--- config.mk ---
export PLATFORM = sky130hd
export DESIGN_NAME = ram_master
export DESIGN_NICKNAME = d
export VERILOG_FILES = /design/src/rtl/ram_master_pkg.sv /design/src/rtl/ram_master.sv
export SDC_FILE = /design/constraint.sdc
export NUM_CORES = 1
export LEC_CHECK = 0
export BUFFER_PORTS_ARGS = -buffer_cell sky130_fd_sc_hd__buf_4
export CAP_MARGIN = 20
export CORE_MARGIN = 4
export CORE_UTILIZATION = 55
export CTS_BUF_LIST = sky130_fd_sc_hd__clkbuf_4 sky130_fd_sc_hd__clkbuf_8
export DETAILED_ROUTE_END_ITERATION = 6
export PLACE_DENSITY = 0.8
export SETUP_SLACK_MARGIN = 0.3
export SYNTH_ARGS = -nofsm -noshare
export SYNTH_HDL_FRONTEND = slang
export SYNTH_SLANG_ARGS = --single-unit
--- constraint.sdc ---
create_clock -name clk -period 4.9 [get_ports clk]
set_input_delay 0.245 -clock clk [delete_from_list [all_inputs] [get_ports clk]]
set_output_delay 0.245 -clock clk [all_outputs]
set_load 0.05 [all_outputs]
--- src/rtl/ram_master_pkg.sv ---
// Shared types and constants for the ram_master RAM initiator.
package ram_master_pkg;

  localparam int DEF_DATA_W = 32;
  localparam int DEF_ADDR_W = 5;
  localparam int DEF_LEN_W  = 6;
  localparam int MAX_LEN    = 32;

  typedef enum logic [2:0] {
    ST_IDLE    = 3'd0,
    ST_RD_REQ  = 3'd1,
    ST_RD_WAIT = 3'd2,
    ST_WR_REQ  = 3'd3,
    ST_DONE    = 3'd4
  } state_e;

  typedef enum logic [1:0] {
    MODE_RD   = 2'b00,
    MODE_WR   = 2'b01,
    MODE_CPY  = 2'b10,
    MODE_FILL = 2'b11
  } mode_e;

  function automatic logic is_block(input mode_e m);
    return (m == MODE_CPY) || (m == MODE_FILL);
  endfunction

endpackage

--- src/rtl/ram_master.sv ---
// Command-driven initiator for a 32x32 synchronous RAM: read, write, block copy, block fill.
// Every output is a flop; strobes for a state are computed on the transition into it.
module ram_master
  import ram_master_pkg::*;
#(
  parameter int DATA_W = DEF_DATA_W,
  parameter int ADDR_W = DEF_ADDR_W,
  parameter int LEN_W  = DEF_LEN_W
) (
  input  logic              clk,
  input  logic              reset,
  input  logic              start,
  input  logic [1:0]        mode,
  input  logic [ADDR_W-1:0] src_addr,
  input  logic [ADDR_W-1:0] dst_addr,
  input  logic [LEN_W-1:0]  len,
  input  logic [DATA_W-1:0] wdata,
  output logic              busy,
  output logic              done,
  output logic              err,
  output logic [DATA_W-1:0] rdata,
  output logic              cen,
  output logic              wen,
  output logic [ADDR_W-1:0] S_addr,
  output logic [DATA_W-1:0] S_din,
  input  logic [DATA_W-1:0] S_dout
);

  localparam logic [LEN_W-1:0] MAX_LEN_L = LEN_W'(MAX_LEN);

  state_e            state_q, state_d;
  mode_e             mode_q, mode_d;
  logic [ADDR_W-1:0] src_q, src_d;
  logic [ADDR_W-1:0] dst_q, dst_d;
  logic [LEN_W-1:0]  len_q, len_d;
  logic [DATA_W-1:0] wdata_q, wdata_d;
  logic [LEN_W-1:0]  idx_q, idx_d;
  logic              busy_q, busy_d;
  logic              done_q, done_d;
  logic              err_q, err_d;
  logic [DATA_W-1:0] rdata_q, rdata_d;
  logic              cen_q, cen_d;
  logic              wen_q, wen_d;
  logic [ADDR_W-1:0] addr_q, addr_d;
  logic [DATA_W-1:0] din_q, din_d;

  logic              len_bad;
  logic              last_word;
  logic [ADDR_W-1:0] cur_off;
  logic [ADDR_W-1:0] nxt_off;

  assign len_bad   = (len == '0) || (len > MAX_LEN_L);
  assign last_word = !is_block(mode_q) || (idx_q == len_q - LEN_W'(1));
  // Offsets are ADDR_W wide so src/dst + offset wraps modulo the RAM depth.
  assign cur_off   = idx_q[ADDR_W-1:0];
  assign nxt_off   = idx_q[ADDR_W-1:0] + ADDR_W'(1);

  always_comb begin
    state_d = state_q;
    mode_d  = mode_q;
    src_d   = src_q;
    dst_d   = dst_q;
    len_d   = len_q;
    wdata_d = wdata_q;
    idx_d   = idx_q;
    done_d  = 1'b0;
    err_d   = 1'b0;
    rdata_d = rdata_q;
    cen_d   = 1'b0;
    wen_d   = 1'b0;
    addr_d  = addr_q;
    din_d   = din_q;

    case (state_q)
      ST_IDLE: begin
        if (start) begin
          mode_d  = mode_e'(mode);
          src_d   = src_addr;
          dst_d   = dst_addr;
          len_d   = len;
          wdata_d = wdata;
          idx_d   = '0;
          if (is_block(mode_e'(mode)) && len_bad) begin
            state_d = ST_DONE;
            done_d  = 1'b1;
            err_d   = 1'b1;
          end else if (mode_e'(mode) == MODE_RD || mode_e'(mode) == MODE_CPY) begin
            state_d = ST_RD_REQ;
            cen_d   = 1'b1;
            addr_d  = src_addr;
          end else begin
            state_d = ST_WR_REQ;
            cen_d   = 1'b1;
            wen_d   = 1'b1;
            addr_d  = dst_addr;
            din_d   = wdata;
          end
        end
      end

      ST_RD_REQ: state_d = ST_RD_WAIT;

      ST_RD_WAIT: begin
        rdata_d = S_dout;
        if (mode_q == MODE_CPY) begin
          state_d = ST_WR_REQ;
          cen_d   = 1'b1;
          wen_d   = 1'b1;
          addr_d  = dst_q + cur_off;
          din_d   = S_dout;
        end else begin
          state_d = ST_DONE;
          done_d  = 1'b1;
        end
      end

      ST_WR_REQ: begin
        if (last_word) begin
          state_d = ST_DONE;
          done_d  = 1'b1;
        end else begin
          idx_d = idx_q + LEN_W'(1);
          cen_d = 1'b1;
          if (mode_q == MODE_CPY) begin
            state_d = ST_RD_REQ;
            addr_d  = src_q + nxt_off;
          end else begin
            state_d = ST_WR_REQ;
            wen_d   = 1'b1;
            addr_d  = dst_q + nxt_off;
            din_d   = wdata_q;
          end
        end
      end

      ST_DONE: state_d = ST_IDLE;

      default: state_d = ST_IDLE;
    endcase

    busy_d = (state_d != ST_IDLE);
  end

  always_ff @(posedge clk or posedge reset) begin
    if (reset) begin
      state_q <= ST_IDLE;
      mode_q  <= MODE_RD;
      src_q   <= '0;
      dst_q   <= '0;
      len_q   <= '0;
      wdata_q <= '0;
      idx_q   <= '0;
      busy_q  <= 1'b0;
      done_q  <= 1'b0;
      err_q   <= 1'b0;
      rdata_q <= '0;
      cen_q   <= 1'b0;
      wen_q   <= 1'b0;
      addr_q  <= '0;
      din_q   <= '0;
    end else begin
      state_q <= state_d;
      mode_q  <= mode_d;
      src_q   <= src_d;
      dst_q   <= dst_d;
      len_q   <= len_d;
      wdata_q <= wdata_d;
      idx_q   <= idx_d;
      busy_q  <= busy_d;
      done_q  <= done_d;
      err_q   <= err_d;
      rdata_q <= rdata_d;
      cen_q   <= cen_d;
      wen_q   <= wen_d;
      addr_q  <= addr_d;
      din_q   <= din_d;
    end
  end

  assign busy   = busy_q;
  assign done   = done_q;
  assign err    = err_q;
  assign rdata  = rdata_q;
  assign cen    = cen_q;
  assign wen    = wen_q;
  assign S_addr = addr_q;
  assign S_din  = din_q;

endmodule
==> results.ini <==
[run_status]
status=complete, no violations

[yosys]
syn-cell-area_sq_um=6440
seq_area_frac_synth=0.517
synth_area_leaders=dfrtp_1, nand2_1, mux2_1
synthTopCellsByCount=nand2_1, dfrtp_1, mux2i_1, o21ai_0, mux2_1
synth_compound_area_frac=0.0729
synth_ff_type=dfrtp_1
synth.distinct_cells=46
synth-simple-area-share=0.147
ys_seq_elements=133
async_reset_ff_frac=1.00
synthMuxAreaShare=0.183
synthXorXnorAreaFrac=0.0218
yosysWarnings=0
yosys.area.top_type=dfrtp_1
syn_nets=723
synth_adder_area_share=0.0257
synth_top_family_by_area=multiplexers
synth_top_area_frac=0.517
synth_cells=626
synth_edf_count=0
synth.most_common_cell=nand2_1
avgSynthCellArea_sq_um=10.3

[final_layout]
syn2layout_area_growth_pct=30.5
layout.cells.non_filler=954
layout-drive-gt1-share=0.300
fin_nets=895
design_area_sq_um=8400
diodes=0

[route]
vias=5296
postRouteAntennaNets=0
vias_per_cell=5.55
drcViolationCount=0
routed_wl_um=17000
dr.pass1.iters=5
wire_per_inst_um=17.9
drt_iter0_drc=293

[timing]
setup_viol=0
worstMarginPinSlew_ns=0.810
fin_skew_ns=0.0117
relSlewSlack=0.460
post-route-min-period_ns=2.97
slew_violations=0
max_freq_mhz=337
holdWs_ns=0.0171
rsz0062_at_grt=no
period_share=0.606
fin_setup_tns_ns=0
hold_violations=0

[setup_path]
path_max_fanout=38
reg2reg_depth=7
startpoint=state_q[0]$_DFF_PP0_
critPathCapture=S_din[20]$_DFFE_PP0P_
crit_arrival_ns=3.29
cpPeakStageDelay_ns=0.73
crit_cells=7
path_cells=buf_4, nor2_4, buf_4, a32oi_1, o21ai_4, buf_16, mux2_1
worstSetupStartpointType=register
reg2reg_slack_ns=1.93
worstReg2RegStart=state_q[0]$_DFF_PP0_
cp_common_cell=buf_4
critPathRequiredTime_ns=5.22
cp_slowest_cell=dfrtp_2
critPathCaptureType=register
r2r-end=S_din[20]$_DFFE_PP0P_
path_class=register to register
crit_family=buffers and inverters
worst-path-buf-inv=3

[floorplanning]
io_pins=159
core_sq_um=11400
die_area_sq_um=13500
rows=39
start_util=0.564
die_h_um=116
dieWidth_um=116

[flow_run]
cap_violations=0

[clock_network]
root_buffer=clkbuf_8
cts_sinks=133
cts.path.max_buffers=2
clkTransAtPathRegs_ns=0.08
htreeDepth=4
cts_tree=built
numCtsBuffers=17
postCtsSetupRepairBufs=0
clk_latency_ns=0.44

[placed_design]
port_buffers=158
postPlaceCellArea_sq_um=7750
dp_hpwl_um=11600
dp.cells=897
place_congestion=0.827

[grt]
grt_overflow=0
grt_pass1_wl_um=27100
grt.total_usage=0.260
grt_max_degree=72
antenna_found_initial=0
grt_pass1_vias=5685

[power]
p_per_area_nw_per_um2=747
p_leak_uw=0.00421
total_power_uw=6270
ir_drop_mv=0.535

[worst_hold_path]
hp-class=input pin to register

placed cells by master, fill, tap and decap left out, types with 3 or more instances in the layout:
cell type and count:
nand2_1 188, nor2b_1 4, nand3_1 6, xnor2_1 8, nor3_1 3, buf_4 164, nor2_1 12, inv_1 10
clkbuf_8 19, clkinv_2 3, dlygate4sd3_1 25, ha_1 10, nand2b_1 6, o21ai_0 39, a21o_1 5, xor2_1 8
mux2i_1 39, mux2_2 33, mux2_1 37, a21oi_1 13, dfrtp_1 132
how the worst min path moves through the flow:
stage / from / to / cells after the start
2_1_floorplan: dst_addr[0] / dst_q[0]$_DFFE_PP0P_ / 2
3_3_place_gp: reset / wdata_q[13]$_DFFE_PP0P_ / 2
3_5_place_dp: reset / wdata_q[14]$_DFFE_PP0P_ / 2
4_1_cts: src_addr[3] / src_q[3]$_DFFE_PP0P_ / 3
5_1_grt: wdata[23] / wdata_q[23]$_DFFE_PP0P_ / 3
6_report: src_addr[3] / src_q[3]$_DFFE_PP0P_ / 3
worst reg2reg max path: stages (launching register included):
cell and delay, ns:
dfrtp_2 0.73, buf_4 0.55, nor2_4 0.08, buf_4 0.31, a32oi_1 0.33, o21ai_4 0.26
buf_16 0.25, mux2_1 0.34
metal layers:
| metal | wire, um | vias to the layer above | track usage |
|---|---|---|---|
| met4 | 290 | 0 | 0.0974 |
| met5 | 0 | - | 0 |
| met3 | 1290 | 31 | 0.0927 |
| met1 | 6680 | 2624 | 0.297 |
| met2 | 8790 | 197 | 0.451 |
| li1 | - | 2444 | - |
state kept, by name, summed over array words and instances, names as in the netlist:
name	cells
wen	1
dst_q	5
busy	1
err	1
wdata_q	32
state_q	3
idx_q	6
src_q	5
S_addr	5
len_q	6
mode_q	2
rdata	32
done	1
cen	1
S_din	32
logic make-up after synthesis:
group / after synthesis
AO/OA/AOI/OAI: 75
XOR/XNOR: 16
adder cells (fa/ha/maj): 12
buffers and inverters: 50
flip-flops: 133
multiplexers: 109
AND/OR/NAND/NOR: 231
power by group:
| part | internal [uW] | switching, uW | total, uW |
|---|---|---|---|
| clock network | 492 | 435 | 927 |
| logic | 1190 | 2170 | 3360 |
| registers | 1620 | 366 | 1990 |
area by class of cell:
cell class	count	area, sq um
Clock buffer	21	277
Clock inverter	11	125
Fill cell	801	3020
Inverter	12	47.5
Multi-Input combinational cell	443	2910
Sequential cell	133	3330
Tap cell	143	179
Timing Repair Buffer	191	1530
stage by stage:
stage	utilization	worst slack, ns
6_report	0.736	1.93
5_1_grt	0.736	1.80
4_1_cts	0.735	1.95
3_5_place_dp	0.679	1.97
3_3_place_gp	0.674	1.93
2_1_floorplan	-	1.10
what timing repair did:
item	CTS	global route
endpoints found under the hold margin	45	1
resized for setup	0	0
hold buffers	24	1
Note: power is estimated with default switching activity, not from simulation.
